<file path="src/rtl/uvme_cvmcu_dbg_req_arb.sv">
`default_nettype none
// +-------------------------------------------------------------------+
// | uvme_cvmcu_dbg_req_arb: round-robin debug-request arbiter driving  |
// | the core halt/resume handshake, timer stop and halt-ack timeout.   |
// | Rev 1.0                                                            |
// +-------------------------------------------------------------------+
module uvme_cvmcu_dbg_req_arb #(
  parameter int NUM_REQ     = 3,
  parameter int TIMEOUT_CYC = 64
) (
  input  logic                       clk,
  input  logic                       reset_n,
  input  logic [NUM_REQ-1:0]         req_i,
  output logic [NUM_REQ-1:0]         gnt_o,
  input  logic                       halted_i,
  output logic                       debug_req_o,
  output logic                       stoptimer_o,
  output logic [$clog2(NUM_REQ)-1:0] owner_o,
  output logic                       timeout_o
);

  localparam int c_OWN_W = $clog2(NUM_REQ);
  localparam int c_CNT_W = $clog2(TIMEOUT_CYC + 1);
  localparam logic [c_CNT_W-1:0] c_CNT_LAST = c_CNT_W'(TIMEOUT_CYC - 1);
  localparam logic [c_CNT_W-1:0] c_CNT_MAX  = '1;
  localparam logic [NUM_REQ-1:0] c_ONE      = NUM_REQ'(1);
  localparam logic [c_OWN_W-1:0] c_OWN_LAST = c_OWN_W'(NUM_REQ - 1);

  typedef enum logic [1:0] {
    S_IDLE   = 2'd0,
    S_ASSERT = 2'd1,
    S_HALT   = 2'd2,
    S_RESUME = 2'd3
  } state_t;

  state_t               r_state, w_state_nx;
  logic [NUM_REQ-1:0]   r_gnt, w_gnt_nx;
  logic                 r_dbg, w_dbg_nx;
  logic                 r_stop, w_stop_nx;
  logic                 r_to, w_to_nx;
  logic [c_OWN_W-1:0]   r_owner, w_owner_nx;
  logic [c_OWN_W-1:0]   r_rr, w_rr_nx;
  logic [c_CNT_W-1:0]   r_cnt, w_cnt_nx;

  logic [c_OWN_W-1:0]   w_pick;
  logic                 w_found;
  int                   w_idx;
  logic [c_OWN_W-1:0]   w_owner_inc;
  logic                 w_own_req;

  // First pending request at or after the round-robin pointer, wrapping.
  always_comb begin
    w_pick  = '0;
    w_found = 1'b0;
    w_idx   = 0;
    for (int i = 0; i < NUM_REQ; i++) begin
      w_idx = int'(r_rr) + i;
      if (w_idx >= NUM_REQ) begin
        w_idx = w_idx - NUM_REQ;
      end
      if (!w_found && req_i[c_OWN_W'(w_idx)]) begin
        w_found = 1'b1;
        w_pick  = c_OWN_W'(w_idx);
      end
    end
  end

  assign w_owner_inc = (r_owner == c_OWN_LAST) ? '0 : r_owner + c_OWN_W'(1);
  assign w_own_req   = req_i[r_owner];

  always_comb begin
    w_state_nx = r_state;
    w_gnt_nx   = r_gnt;
    w_dbg_nx   = r_dbg;
    w_stop_nx  = halted_i;
    w_to_nx    = 1'b0;
    w_owner_nx = r_owner;
    w_rr_nx    = r_rr;
    w_cnt_nx   = r_cnt;
    case (r_state)
      S_IDLE: begin
        w_gnt_nx = '0;
        w_dbg_nx = 1'b0;
        // A core that entered debug by itself blocks arbitration.
        if (!halted_i && w_found) begin
          w_state_nx = S_ASSERT;
          w_owner_nx = w_pick;
          w_gnt_nx   = c_ONE << w_pick;
          w_dbg_nx   = 1'b1;
          w_cnt_nx   = '0;
        end
      end
      S_ASSERT: begin
        if (halted_i) begin
          w_state_nx = S_HALT;
          w_dbg_nx   = 1'b0;
        end else if (!w_own_req) begin
          w_state_nx = S_IDLE;
          w_gnt_nx   = '0;
          w_dbg_nx   = 1'b0;
          w_rr_nx    = w_owner_inc;
        end else if (r_cnt == c_CNT_LAST) begin
          w_state_nx = S_IDLE;
          w_gnt_nx   = '0;
          w_dbg_nx   = 1'b0;
          w_to_nx    = 1'b1;
          w_rr_nx    = w_owner_inc;
        end else if (r_cnt != c_CNT_MAX) begin
          w_cnt_nx = r_cnt + c_CNT_W'(1);
        end
      end
      S_HALT: begin
        w_dbg_nx = 1'b0;
        if (!w_own_req) begin
          w_state_nx = S_RESUME;
          w_gnt_nx   = '0;
        end
      end
      S_RESUME: begin
        w_gnt_nx = '0;
        w_dbg_nx = 1'b0;
        if (!halted_i) begin
          w_state_nx = S_IDLE;
          w_rr_nx    = w_owner_inc;
        end
      end
      default: begin
        w_state_nx = S_IDLE;
        w_gnt_nx   = '0;
        w_dbg_nx   = 1'b0;
      end
    endcase
  end

  always_ff @(posedge clk) begin
    if (!reset_n) begin
      r_state <= S_IDLE;
      r_gnt   <= '0;
      r_dbg   <= 1'b0;
      r_stop  <= 1'b0;
      r_to    <= 1'b0;
      r_owner <= '0;
      r_rr    <= '0;
      r_cnt   <= '0;
    end else begin
      r_state <= w_state_nx;
      r_gnt   <= w_gnt_nx;
      r_dbg   <= w_dbg_nx;
      r_stop  <= w_stop_nx;
      r_to    <= w_to_nx;
      r_owner <= w_owner_nx;
      r_rr    <= w_rr_nx;
      r_cnt   <= w_cnt_nx;
    end
  end

  assign gnt_o       = r_gnt;
  assign debug_req_o = r_dbg;
  assign stoptimer_o = r_stop;
  assign owner_o     = r_owner;
  assign timeout_o   = r_to;

endmodule
`default_nettype wire
</file>
<file path="config.mk">
export PLATFORM = sky130hd
export DESIGN_NAME = uvme_cvmcu_dbg_req_arb
export DESIGN_NICKNAME = d
export VERILOG_FILES = /design/src/rtl/uvme_cvmcu_dbg_req_arb.sv
export SDC_FILE = /design/constraint.sdc
export NUM_CORES = 1
export LEC_CHECK = 0
export ABC_AREA = 1
export CAP_MARGIN = 20
export CORE_ASPECT_RATIO = 1.4
export CORE_MARGIN = 2
export CORE_UTILIZATION = 61
export CTS_BUF_LIST = sky130_fd_sc_hd__clkbuf_4 sky130_fd_sc_hd__clkbuf_8
export DETAILED_ROUTE_END_ITERATION = 10
export GPL_TIMING_DRIVEN = 0
export PLACE_DENSITY_LB_ADDON = 0.1
export SLEW_MARGIN = 25
export SYNTH_ARGS = -nofsm -noshare
export SYNTH_HDL_FRONTEND = slang
export SYNTH_SLANG_ARGS = --single-unit
</file>
<file path="constraint.sdc">
create_clock -name clk -period 4.1 [get_ports clk]
set_clock_uncertainty 0.2 [all_clocks]
set_input_delay 0.41 -clock clk [delete_from_list [all_inputs] [get_ports clk]]
set_output_delay 0.41 -clock clk [all_outputs]
set_load 0.02 [all_outputs]
</file>
==> summary.txt, run 1 <==
Run status
  – Outcome: completed

Power
  – Switching share of power: 35.6%
  – Int Pwr: 0.301 mW
  – Gate power share: 33.6%
  – Register share of total power: 44.7%
  – Cell Pwr Density: 345 nW/um^2
  – Peak VDD IR: 0.000296 V
  – Sw power: 0.166 mW
  – Leak Pwr: 0.579 nW
  – Power share of the clock group: 21.7%

Synthesis
  – Avg Cell Area, Syn: 6.51 sq um
  – Netlist area before placement: 1170 sq um
  – Largest cells by area after synthesis: dfxtp_1 32%, nand2_1 15%, nand3_1 8.5%
  – Seq cells post-synth: 19
  – Area leader, netlist: dfxtp_1
  – Synth Warn #: 0
  – Synthesized Nets: 191
  – Top cell type's share of synthesized area: 32.4%
  – Post-Synthesis Cells: 180
  – Post-synthesis sequential area ratio: 32.4%
  – Cell variety after synth: 24

Critical path
  – Crit path DAT: 2.12 ns
  – Crit Path Max Fanout: 10
  – Critical Path, Cell by Cell: inv_1, ha_1, nor2_1, a21oi_4, nand3_2, nand3_2, buf_6, nand2_1, clkinv_1, nand2_1, inv_1
  – CP top delay family: simple AND/OR/NAND/NOR gates
  – Required @ worst endpoint: 4.11 ns
  – Worst path slowest cell: dfxtp_1
  – Crit path launch type: flop
  – Critical Path Max Stage Delay: 0.40 ns
  – Bufs and invs on worst path: 4
  – CP Class: reg -> reg
  – Critical Path Sink Type: flop

STA
  – Period minus WS final: 2.11 ns
  – Worst Max-Slew Pin Slew: 0.456 ns
  – Setup ws final: 1.99 ns
  – # setup viols final: 0
  – Hold Vio Cnt, Final: 0
  – Fmax: 0.474 GHz
  – Max-slew violations: 0
  – Setup TNS Final: 0 ns
  – Max_slew headroom: 69.6%
  – Fin crit share: 51.5%
  – RSZ-0062 raised after global routing: false

Routing
  – Post-route ant nets: 0
  – Initial DRC count: 31
  – DR DRC count: 0
  – Via count: 1177
  – Routed vias/inst: 5.42
  – Avg WL per Cell: 11.7 um
  – First-pass iteration count of the detailed router: 5
  – WL final: 2.53 mm

Placed design
  – Port bufs: 13
  – Pre-CTS setup slack: 1.76 ns
  – Global placement routability congestion: 0.823
  – HPWL after detailed placement: 2.05 mm

GRT
  – First-pass GRT wire length: 4.23 mm
  – Vias in the first global route: 1061
  – Initial antenna violation count: 0
  – Total global routing overflow: 0
  – Largest net degree at the start of global routing: 11
  – GRT Total Usage: 26.1%

Cells and area
  – Diodes inserted: 0
  – Share of cells above drive strength 1: 9.14%
  – Nets: 209
  – Filler Cell Count: 144
  – Layout area overhead: 15.8%
  – Final core utilization: 76.3%

Floorplanning
  – Die W: 41.1 um
  – Die span in y: 55.9 um
  – # IOs: 14
  – Starting Density: 65.9%
  – Placement row count: 18
  – Die ar.: 2290 sq um
  – Core footprint: 1780 sq um

Clock tree
  – Cts bufs inserted: 3
  – Post-CTS setup buffers: 0
  – Post-CTS sizing: 0
  – Maximum clock path buffer count: 2
  – Hold Buf Count CTS: 0
  – Root Driver: clkbuf_4
  – Clock transition at path regs: 0.10 ns
  – H-tree depth: 1
  – Clk_lat worst skew: 0.30 ns
  – Clk sinks: 19
  – TritonCTS clock tree: done

Run
  – Max-cap viol count: 0

Min path
  – Hold Path Class: reg -> reg
==> layout by cell type, fill, tap and decap left out, types with 2 or more instances in the layout <==
master	instances
xor2_1	3
clkdlybuf4s50_1	13
o21ai_0	3
nand3_1	20
nor2_1	18
inv_1	23
o21ai_1	5
inv_2	4
a21oi_1	15
nand3_2	2
nand4_1	2
nand2_2	3
clkbuf_4	4
nor3_1	2
dfxtp_1	19
ha_1	5
nand2_1	47
==> power by group through the flow <==
stage	registers [mW]	clock network [mW]	logic [mW]
2_1_floorplan	0.218	0	0.108
3_3_place_gp	0.212	0	0.151
3_5_place_dp	0.213	0	0.156
4_1_cts	0.209	0.105	0.157
5_1_grt	0.211	0.112	0.177
6_report	0.209	0.102	0.157
==> state kept, by name (all words and copies together), names as in the netlist, named ones only <==
name	cells
debug_req_o	1
gnt_o	3
owner_o	2
r_cnt	7
r_rr	2
r_state	1
stoptimer_o	1
timeout_o	1
==> synthesized netlist by cell type (all sizes together) <==
cell type	number
nand2	50
nor3	3
nand4	3
inv	27
a21oi	16
a31o	1
nor2	18
xor2	3
a21boi	1
o21ai	8
clkbuf	1
dfxtp	19
ha	5
nor3b	1
clkinv	1
nand3	22
buf	1
==> per-stage QoR <==
step	hold slack [ns]	cell area [sq um]	std cells	power, mW
floorplan	0.275	1170	180	0.326
global placement	0.253	1330	213	0.363
detailed placement	0.265	1330	213	0.369
CTS	0.281	1360	217	0.471
global route	0.293	1360	217	0.501
finish	0.281	1360	217	0.468
==> final timing paths <==
kind | from | to | slack, ns | cells past startpoint
setup / recovery | r_rr[0] | r_cnt[6] | 1.99 | 11
hold / removal | gnt_o[0] | gnt_o[0] | 0.28 | 2
setup reg to reg | r_rr[0] | r_cnt[6] | 1.99 | 11
hold reg to reg | gnt_o[0] | gnt_o[0] | 0.28 | 2
==> worst min-delay path, cell delays in order (launching register included) <==
cell and delay (ns):
dfxtp_1 0.33, nand2_1 0.06, a21oi_1 0.06
==> logic make-up after synthesis <==
| family | Yosys count | synth area share (%) |
|---|---|---|
| xor gates and xnor gates | 3 | 2.24 |
| adders and majority gates | 5 | 5.34 |
| buffers and inverters | 30 | 10.2 |
| DFF | 19 | 32.4 |
| and+or+nand+nor | 97 | 37.1 |
| AOI/OAI and AO/OA | 26 | 12.6 |
==> final cells by class <==
type / instances / area, sq um / share of cell area [%]
Multi-Input combinational cell: 131 / 672 / 49.5
Inverter: 28 / 105 / 7.74
Buffer: 2 / 15.0 / 1.11
Timing Repair Buffer: 13 / 130 / 9.59
Sequential cell: 19 / 380 / 28.0
Clock buffer: 4 / 30.0 / 2.21
Tap cell: 20 / 25.0 / 1.84
==> layer usage <==
layer  up-vias  track usage [%]  wire, um
li1        610                -         -
met1       531             27.9       998
met2        27             44.9      1360
met3         9             4.00        93
met4         0             12.9        80
met5         -                0         0
Power figures use the tool's default switching activity.
==> run 2, diff against run 1 <==
Settings changed: CORE_UTILIZATION 61 to 51.
Clock period 4.1 ns to 1.8 ns, I/O delays scaled along.
==> run 2 against run 1 <==
The run now ends with negative setup slack left. Critical path depth increased by 1. Via count grew 2.2%. Fmax rose by 11%. Sequential share of layout area is 2.8 points lower. Setup slack got worse by 2.1 ns. Count of clock-buffer cells in the layout is the same. Wire length rose by 15%. Cell count up 2.8%. Utilization shrank 5.2 points. First-iteration DRC count increased by 16%. Largest cell class unchanged.
==> summary.txt, run 2 (synthesis gave the netlist of run 1 again) <==
GRT
  – Initial antenna violation count: 0
  – Vias in the first global route: 1171
  – Total global routing overflow: 0
  – Largest net degree at the start of global routing: 11
  – First-pass GRT wire length: 5.01 mm
  – GRT Total Usage: 24.6%

Routing
  – Initial DRC count: 36
  – DR DRC count: 0
  – First-pass iteration count of the detailed router: 4
  – Routed vias/inst: 5.39
  – Avg WL per Cell: 13.1 um
  – WL final: 2.91 mm
  – Via count: 1203
  – Post-route ant nets: 0

STA
  – Fmax: 0.524 GHz
  – Max_slew headroom: 67.0%
  – Setup ws final: -0.109 ns
  – Hold Vio Cnt, Final: 0
  – Max-slew violations: 0
  – Period minus WS final: 1.91 ns
  – # setup viols final: 13
  – Worst Max-Slew Pin Slew: 0.496 ns
  – Fin crit share: 106%
  – Fin Hold WS: 0.276 ns
  – RSZ-0062 raised after global routing: true

Critical path
  – Required @ worst endpoint: 1.77 ns
  – Crit path DAT: 1.88 ns
  – Crit Path Max Fanout: 5
  – Beginning of the worst register-to-register path: r_rr[0]
  – CP Class: reg -> reg
  – Reg2reg end: gnt_o[0]
  – Critical Path Sink Type: flop
  – Crit path launch type: flop
  – Setup crit start: r_rr[0]
  – Flop-to-flop setup slack: -0.11 ns
  – Worst reg2reg path depth: 12

Clock tree
  – Clk_lat worst skew: 0.30 ns
  – H-tree depth: 1
  – Hold Buf Count CTS: 0
  – Clk sinks: 19
  – Maximum clock path buffer count: 2
  – Clock transition at path regs: 0.10 ns
  – Root Driver: clkbuf_4
  – Cts bufs inserted: 3
  – TritonCTS clock tree: done

Floorplanning
  – Die W: 44.5 um
  – # IOs: 14
  – Starting Density: 53.9%
  – Die span in y: 60.7 um
  – Core footprint: 2180 sq um
  – Placement row count: 20
  – Die ar.: 2700 sq um

Placed design
  – Global placement routability congestion: 0.851
  – Port bufs: 13
  – HPWL after detailed placement: 2.07 mm
  – Dpl cells: 215
  – Placed standard-cell area: 1350 sq um

Min path
  – Min-delay src: gnt_o[1]
  – Hold Path End: gnt_o[1]
  – WHS Path Cells: 2
  – Hold Path Class: reg -> reg

Run status
  – Failing checks: negative setup slack
  – Outcome: finished, violations left

Cells and area
  – Commonest non-fill, non-tap cells in the layout: 40 x nand2_1, 21 x inv_1, 17 x nand3_1
  – Share of cells above drive strength 1: 24.4%
  – Layout area overhead: 32.0%
  – Max reg flops: 7
  – Diodes inserted: 0
  – Final std cells w/o fill: 223
  – Most common cell after layout, fill and taps aside: nand2_1
  – Nets: 213
  – Final Cell Area: 1550 sq um
  – Largest register by flop count: r_cnt

Power
  – Peak VDD IR: 0.000687 V
  – Cell Pwr Density: 765 nW/um^2
  – Total power: 1.18 mW
  – Leak Pwr: 0.639 nW

Run
  – Max-cap viol count: 0
run 2: cell count changes in the layout (fill, tap and decap cells not counted), moves of 4 or more:
cell,previous run,this run
nand2_2,3,7
dfxtp_1,19,15
a21oi_1,15,11
nand2_1,47,40
a21oi_2,0,4
run 2: worst max-delay path: stages (launching register included):
cell,delay (ns)
dfxtp_4,0.39
inv_4,0.05
ha_4,0.30
inv_4,0.04
nand2_2,0.05
nand2_2,0.06
a21oi_4,0.17
nand3_4,0.11
nand3_4,0.11
buf_6,0.14
nor2_2,0.04
nand2_1,0.06
a21oi_1,0.06
run 2: worst max-delay path by stage:
stage                    end  slack [ns]  depth (start not counted)
global route        r_cnt[4]       -0.19                         11
CTS                 r_cnt[6]       -0.08                         13
global placement    r_cnt[1]       -0.25                         10
finish              gnt_o[0]       -0.11                         12
detailed placement  r_cnt[1]       -0.26                         10
floorplan           gnt_o[0]       0.002                         12
run 2: cell type report:
| cell class | instances | area (sq um) |
|---|---|---|
| plain buffers | 2 | 15.0 |
| multi-input cells | 131 | 808 |
| fillers | 205 | 629 |
| flip-flops and latches | 19 | 390 |
| clock buffers | 4 | 30.0 |
| repair buffers | 17 | 166 |
| well taps | 22 | 27.5 |
| inverters | 28 | 110 |
run 2: stage by stage:
stage	setup TNS, ns	worst slack (ns)	utilization [%]
after detailed placement	-2.46	-0.264	61.8
after CTS	-0.671	-0.0845	66.0
final	-0.902	-0.109	71.1
after floorplan	0	0.00222	-
after global routing	-2.11	-0.189	71.1
after global placement	-2.09	-0.253	61.8
run 2: timing repair:
item,in CTS,in global routing
endpoints found under the setup margin,14,17
gates resized for setup,15,25
buffers inserted,2,1
gates cloned,1,0
pin swaps,11,13
run 2: power by group:
part           internal (mW)  switching (mW)  total [mW]
Combinational          0.184           0.286       0.469
Clock                  0.101           0.131       0.232
Sequential             0.454          0.0285       0.482
Total                  0.739           0.445        1.18
run 2: per-layer routing:
metal | vias to the layer above | part of all wire, % | GRT usage (%) | wire length, um
met3 | 5 | 1.6 | 1.79 | 46
met2 | 17 | 60 | 47.6 | 1740
met4 | 0 | 1.4 | 7.79 | 41
met1 | 561 | 37 | 27.6 | 1090
li1 | 620 | - | - | -
met5 | - | 0 | 0 | 0
